--- config.mk ---
export PLATFORM = sky130hd
export DESIGN_NAME = turn_scheduler
export DESIGN_NICKNAME = d
export VERILOG_FILES = /design/src/rtl/game_pkg.sv /design/src/rtl/frame_timer.sv /design/src/rtl/turn_scheduler.sv
export SDC_FILE = /design/constraint.sdc
export NUM_CORES = 1
export LEC_CHECK = 0
export ABC_AREA = 1
export CORE_UTILIZATION = 48
export CTS_BUF_LIST = sky130_fd_sc_hd__clkbuf_16
export CTS_CLUSTER_DIAMETER = 100
export DETAILED_ROUTE_END_ITERATION = 8
export HOLD_SLACK_MARGIN = 0.06
export MAX_ROUTING_LAYER = met4
export PLACE_DENSITY = 0.92
export SLEW_MARGIN = 20
export SYNTH_ARGS = -nofsm -noshare
export SYNTH_HDL_FRONTEND = slang
export SYNTH_SLANG_ARGS = --single-unit
--- constraint.sdc ---
create_clock -name frame_clk -period 2.5 [get_ports frame_clk]
set_clock_uncertainty 0.2 [all_clocks]
set_input_delay 0.375 -clock frame_clk [delete_from_list [all_inputs] [get_ports frame_clk]]
set_output_delay 0.375 -clock frame_clk [all_outputs]
set_load 0.05 [all_outputs]
--- src/rtl/game_pkg.sv ---
// Shared types and default timing for the artillery game: turn phases,
// player IDs and frame-count constants.
package game_pkg;

  typedef enum logic [2:0] {
    S_START  = 3'd0,
    S_AIM    = 3'd1,
    S_FLIGHT = 3'd2,
    S_SETTLE = 3'd3,
    S_SWITCH = 3'd4,
    S_OVER   = 3'd5
  } phase_e;

  typedef logic player_id_t;

  localparam int DEF_TURN_FRAMES   = 600;
  localparam int DEF_FLIGHT_MAX    = 240;
  localparam int DEF_SETTLE_FRAMES = 30;
  localparam int TIMER_W           = 10;

endpackage

--- src/rtl/frame_timer.sv ---
// Loadable frame counter: counts up or down (saturating) and flags when the
// count equals a caller-supplied terminal value.
module frame_timer #(
  parameter int             W         = 10,
  parameter logic [W-1:0]   RESET_VAL = '0
) (
  input  logic         frame_clk,
  input  logic         reset,
  input  logic         i_load,
  input  logic [W-1:0] i_load_val,
  input  logic         i_en,
  input  logic         i_up,
  input  logic [W-1:0] i_term,
  output logic [W-1:0] o_count,
  output logic         o_tc
);

  logic [W-1:0] r_count;

  always_ff @(posedge frame_clk or posedge reset) begin
    if (reset) begin
      r_count <= RESET_VAL;
    end else if (i_load) begin
      r_count <= i_load_val;
    end else if (i_en) begin
      if (i_up) begin
        if (r_count != '1) r_count <= r_count + W'(1);
      end else begin
        if (r_count != '0) r_count <= r_count - W'(1);
      end
    end
  end

  assign o_count = r_count;
  assign o_tc    = (r_count == i_term);

endmodule

--- src/rtl/turn_scheduler.sv ---
// Two-player turn sequencer: routes the keyboard to the active player, runs
// the aim countdown, flight/settle waits, turn handover and end-of-game.
module turn_scheduler
  import game_pkg::*;
#(
  parameter int TURN_FRAMES   = DEF_TURN_FRAMES,
  parameter int FLIGHT_MAX    = DEF_FLIGHT_MAX,
  parameter int SETTLE_FRAMES = DEF_SETTLE_FRAMES
) (
  input  logic       frame_clk,
  input  logic       reset,
  input  logic       start,
  input  logic [7:0] keycode,
  input  logic [7:0] shoot_code0,
  input  logic [7:0] shoot_code1,
  input  logic       bomb_busy0,
  input  logic       bomb_busy1,
  input  logic       dead0,
  input  logic       dead1,
  output logic [7:0] keycode_p0,
  output logic [7:0] keycode_p1,
  output logic       active_id,
  output logic [9:0] frames_left,
  output logic [2:0] phase,
  output logic [7:0] turn_count,
  output logic       game_over,
  output logic       draw,
  output logic       winner
);

  localparam logic [TIMER_W-1:0] TURN_LOAD = TIMER_W'(TURN_FRAMES);

  phase_e     r_state, w_state_next;
  player_id_t r_active_id, w_active_next;
  logic [7:0] r_turn_count, w_turn_next;
  logic       r_game_over, w_game_over_next;
  logic       r_draw, w_draw_next;
  logic       r_winner, w_winner_next;

  logic               w_shot, w_busy, w_dead;
  logic               w_aim_load, w_aim_en, w_aim_zero;
  logic [TIMER_W-1:0] w_aim_count;
  logic               w_fs_load, w_fs_en, w_fs_tc;
  logic [TIMER_W-1:0] w_fs_count, w_fs_term;

  assign w_shot = (keycode == (r_active_id ? shoot_code1 : shoot_code0));
  assign w_busy = r_active_id ? bomb_busy1 : bomb_busy0;
  assign w_dead = dead0 | dead1;

  frame_timer #(.W(TIMER_W), .RESET_VAL(TURN_LOAD)) u_aim_timer (
    .frame_clk  (frame_clk),
    .reset      (reset),
    .i_load     (w_aim_load),
    .i_load_val (TURN_LOAD),
    .i_en       (w_aim_en),
    .i_up       (1'b0),
    .i_term     ('0),
    .o_count    (w_aim_count),
    .o_tc       (w_aim_zero)
  );

  // The counter holds (frames spent in the state - 1), so matching N-1 ends a
  // dwell of exactly N frames.
  assign w_fs_term = (r_state == S_FLIGHT) ? TIMER_W'(FLIGHT_MAX - 1)
                                           : TIMER_W'(SETTLE_FRAMES - 1);
  assign w_fs_load = (w_state_next != r_state);
  assign w_fs_en   = (r_state == S_FLIGHT) || (r_state == S_SETTLE);

  frame_timer #(.W(TIMER_W), .RESET_VAL('0)) u_fs_timer (
    .frame_clk  (frame_clk),
    .reset      (reset),
    .i_load     (w_fs_load),
    .i_load_val ('0),
    .i_en       (w_fs_en),
    .i_up       (1'b1),
    .i_term     (w_fs_term),
    .o_count    (w_fs_count),
    .o_tc       (w_fs_tc)
  );

  always_ff @(posedge frame_clk or posedge reset) begin
    if (reset) begin
      r_state      <= S_START;
      r_active_id  <= 1'b0;
      r_turn_count <= '0;
      r_game_over  <= 1'b0;
      r_draw       <= 1'b0;
      r_winner     <= 1'b0;
    end else begin
      r_state      <= w_state_next;
      r_active_id  <= w_active_next;
      r_turn_count <= w_turn_next;
      r_game_over  <= w_game_over_next;
      r_draw       <= w_draw_next;
      r_winner     <= w_winner_next;
    end
  end

  always_comb begin
    w_state_next     = r_state;
    w_active_next    = r_active_id;
    w_turn_next      = r_turn_count;
    w_game_over_next = r_game_over;
    w_draw_next      = r_draw;
    w_winner_next    = r_winner;
    w_aim_load       = 1'b0;
    w_aim_en         = 1'b0;

    // Death outranks every in-game transition.
    if (w_dead && (r_state inside {S_AIM, S_FLIGHT, S_SETTLE, S_SWITCH})) begin
      w_state_next     = S_OVER;
      w_game_over_next = 1'b1;
      w_draw_next      = dead0 & dead1;
      w_winner_next    = dead0 & ~dead1;
    end else begin
      case (r_state)
        S_START: begin
          if (start) begin
            w_state_next  = S_AIM;
            w_active_next = 1'b0;
            w_turn_next   = '0;
            w_aim_load    = 1'b1;
          end
        end
        S_AIM: begin
          if (w_shot)          w_state_next = S_FLIGHT;
          else if (w_aim_zero) w_state_next = S_SWITCH;
          else                 w_aim_en     = 1'b1;
        end
        S_FLIGHT: begin
          if (w_fs_tc || ((w_fs_count != '0) && !w_busy)) w_state_next = S_SETTLE;
        end
        S_SETTLE: begin
          if (w_fs_tc) w_state_next = S_SWITCH;
        end
        S_SWITCH: begin
          w_state_next  = S_AIM;
          w_active_next = ~r_active_id;
          w_aim_load    = 1'b1;
          if (r_turn_count != 8'hFF) w_turn_next = r_turn_count + 8'd1;
        end
        S_OVER: begin
          if (start) begin
            w_state_next     = S_START;
            w_game_over_next = 1'b0;
            w_draw_next      = 1'b0;
            w_winner_next    = 1'b0;
          end
        end
        default: w_state_next = S_START;
      endcase
    end
  end

  assign keycode_p0  = ((r_state == S_AIM) && (r_active_id == 1'b0)) ? keycode : 8'h00;
  assign keycode_p1  = ((r_state == S_AIM) && (r_active_id == 1'b1)) ? keycode : 8'h00;
  assign active_id   = r_active_id;
  assign frames_left = w_aim_count;
  assign phase       = r_state;
  assign turn_count  = r_turn_count;
  assign game_over   = r_game_over;
  assign draw        = r_draw;
  assign winner      = r_winner;

endmodule

==> flow_metrics.env <==
export IMPL_status="complete, no violations"
export IMPL_worst_pin_slew_ns=0.542
export IMPL_swShare_pct=50.5
export IMPL_die_height_um=74.0
export IMPL_slowest_stage="dfrtp_1"
export IMPL_vias_per_cell=5.32
export IMPL_synth_area_per_cell_sq_um=6.94
export IMPL_die_width_um=74.0
export IMPL_cts_sinks=35
export IMPL_p_total_mw=4.24
export IMPL_seq_power_share_pct=21.0
export IMPL_num_rows=25
export IMPL_synthTopCellsByCount="nand2_1, inv_1, nor2_1, nand3_1, dfrtp_1"
export IMPL_finalNetCount=473
export IMPL_r2r_end="u_fs_timer.o_count[9]"
export IMPL_core_sq_mm=0.00485
export IMPL_routed_wl_mm=7.12
export IMPL_h_tree_depth=2
export IMPL_stdcell_area_sq_mm=0.00361
export IMPL_firstDrtPassIters=4
export IMPL_maxSlewHeadroom_pct=63.7
export IMPL_pwr_density_cell_mw_per_mm2=1180
export IMPL_cts_root_buf="clkbuf_16"
export IMPL_hold_class="input port to asynchronous set/reset pin"
export IMPL_period_share_pct=97.2
export IMPL_syn_to_final_growth_pct=45.3
export IMPL_seq_area_frac_synth_pct=35.4
export IMPL_vias=2685
export IMPL_crit_path_max_incr_delay_ns=0.48
export IMPL_syn_cell_area_sq_mm=0.00248
export IMPL_layout_min_cycle_time_ns=2.43
export IMPL_worstRegToRegCells=13
export IMPL_synth_most_common_cell="nand2_1"
export IMPL_ioPinCount=72
export IMPL_power_frac_comb_pct=63.0
export IMPL_rrSetupSlack_ns=0.19
export IMPL_crit_path_end_kind="primary output"
export IMPL_placed_area_sq_mm=0.00344
export IMPL_ant_nets=0
export IMPL_clock_path_buffers=2
export IMPL_cts_tree="done"
export IMPL_port_buffer_count=71
export IMPL_syn_num_nets=393
export IMPL_grt_pass1_vias=2646
export IMPL_required_ns=1.92
export IMPL_power_leakage_nw=1.71
export IMPL_rsz0062_at_grt="yes"
export IMPL_drive_gt1_share_pct=14.8
export IMPL_critical_path_most_common_cell="inv_1"
export IMPL_maxCapViolCount=0
export IMPL_synthFlopType="dfrtp_1"
export IMPL_async_flop_share_pct=100
export IMPL_setup_violations=0
export IMPL_drtIter0Drc=132
export IMPL_grt_start_max_net_pins=36
export IMPL_yosysTopAreaCell="dfrtp_1"
export IMPL_critPathMaxFanout=8
export IMPL_grt_antenna_before_repair=0
export IMPL_worstSetupStartpointType="flip-flop"
export IMPL_grt_pass1_wl_mm=11.7
export IMPL_p_int_mw=2.10
export IMPL_drc=0
export IMPL_critPathArrivalTime_ns=1.86
export IMPL_multiInputGateArea_sq_mm=0.00135
export IMPL_holdBufCountCts=0
export IMPL_synth_area_leaders="dfrtp_1, nand2_1, inv_1"
export IMPL_yosysWarnings=0
export IMPL_crit_type="flip-flop to primary output"
export IMPL_cts_buffers=5
export IMPL_seq_area_sq_um=882
export IMPL_wl_per_cell_um=14.1
export IMPL_die_area_sq_mm=0.00547
export IMPL_gp_congestion=0.971
export IMPL_num_fill_cells=341
export IMPL_p_sw_mw=2.14
export IMPL_track_usage_pct=29.1
export IMPL_timing_rr_start="u_fs_timer.o_count[0]"
export IMPL_fmax_mhz=411
export IMPL_peakVddDrop_mv=0.893
export IMPL_final_max_slew_viol_count=0
export IMPL_yosysTopAreaCellShare_pct=31.2
export IMPL_clk_insertion_delay_late_ns=0.28
export IMPL_power_share_clock_pct=16.0
export IMPL_n_antenna_cell=0
export IMPL_clkTransAtPathRegs_ns=0.05
export IMPL_yosysUniqueCellTypes=30
export IMPL_cp_cell_sequence="inv_1, nand3_1, inv_1, nand2_1, nor2_1, buf_12"
export IMPL_synth_edff_count=0
export IMPL_start_util_pct=51.3
export IMPL_dpl_hpwl_mm=5.25
export IMPL_synth_seq_cells=35
export IMPL_overflow=0
export IMPL_hold_viol=0
export IMPL_netlist_instances=358
critical path: cells and delay by family (launching register included):
kind	cells	cell delay [ns]
buffers and inverters	3	0.47
DFF	1	0.48
and+or+nand+nor	3	0.62
area by class of cell:
cell class | count | area share, %
clock buffer | 5 | 3.47
tap | 67 | 2.32
multi-input combinational | 262 | 37.4
sequential | 35 | 24.4
inverter | 57 | 6.06
timing repair buffer | 77 | 25.4
clock inverter | 2 | 0.936
logic make-up (layout without fill, tap and decap cells):
logic type	after synthesis	count (layout)	share of synthesized area (%)
multiplexers	1	1	0.403
AO/OA/AOI/OAI	31	31	7.35
AND/OR/NAND/NOR	210	210	38.9
buffers and inverters	61	141	10.3
adder cells (fa/ha/maj)	4	4	2.01
XOR/XNOR	16	16	5.64
flip-flops	35	35	35.4
per-layer routing:
layer,share of wire (%),track usage [%],vias to the layer above
met5,0,-,-
met4,2.4,12.4,0
met3,8.5,8.13,18
met2,50,50.0,113
met1,39,31.5,1261
li1,-,-,1293
sequential cells by signal, summed over array words and instances (netlist names):
name,flops
active_id,1
draw,1
game_over,1
phase,3
turn_count,8
u_aim_timer.o_count,10
u_fs_timer.o_count,10
winner,1
power by group through the flow:
stage	Clock, mW	Sequential [mW]	Combinational (mW)
after floorplan	0	1.33	1.30
after global placement	0	0.877	2.56
after detailed placement	0	0.884	2.63
after CTS	0.687	0.881	2.67
after global routing	0.719	0.908	2.87
final	0.681	0.891	2.67
cell usage in the layout, fill, tap and decap left out, types with 2 or more instances in the layout:
cell type / instances
o31ai_1: 5
clkdlybuf4s50_1: 55
dfrtp_1: 30
o21ai_1: 5
dfstp_2: 4
ha_1: 4
buf_4: 6
buf_12: 16
nand3_2: 2
a21oi_1: 6
inv_1: 52
inv_2: 4
nand4_1: 12
xnor2_1: 2
nand2_1: 90
o21ai_0: 11
nand3_1: 36
clkbuf_16: 5
nor3_1: 6
nor2_2: 12
nand2_2: 4
o21ai_2: 4
xor2_1: 14
nor2_1: 42
stage by stage:
stage	util (%)	TNS [ns]	setup WS [ns]	hold slack, ns	std cells
after floorplan	-	0	0.106	0.271	358
after global placement	71.0	0	0.214	0.271	498
after detailed placement	71.0	0	0.0862	0.276	498
after CTS	74.3	0	0.110	0.302	505
after global routing	74.5	-0.243	-0.0318	0.333	505
final	74.5	0	0.0690	0.292	505
repair_timing:
item                       4_1_cts  5_1_grt
resized for setup                0        4
buffers inserted                 0        0
setup endpoints to repair        0       21
worst max path at each step:
stage | start | to | slack, ns | cells after the start
2_1_floorplan | phase[2] | keycode_p0[0] | 0.11 | 5
3_3_place_gp | shoot_code0[1] | u_fs_timer.o_count[3] | 0.21 | 15
3_5_place_dp | shoot_code0[1] | u_fs_timer.o_count[2] | 0.09 | 15
4_1_cts | phase[1] | keycode_p1[1] | 0.11 | 6
5_1_grt | phase[1] | keycode_p1[7] | -0.03 | 6
6_report | phase[1] | keycode_p1[6] | 0.07 | 6
Note: power is estimated with default switching activity, not from simulation.
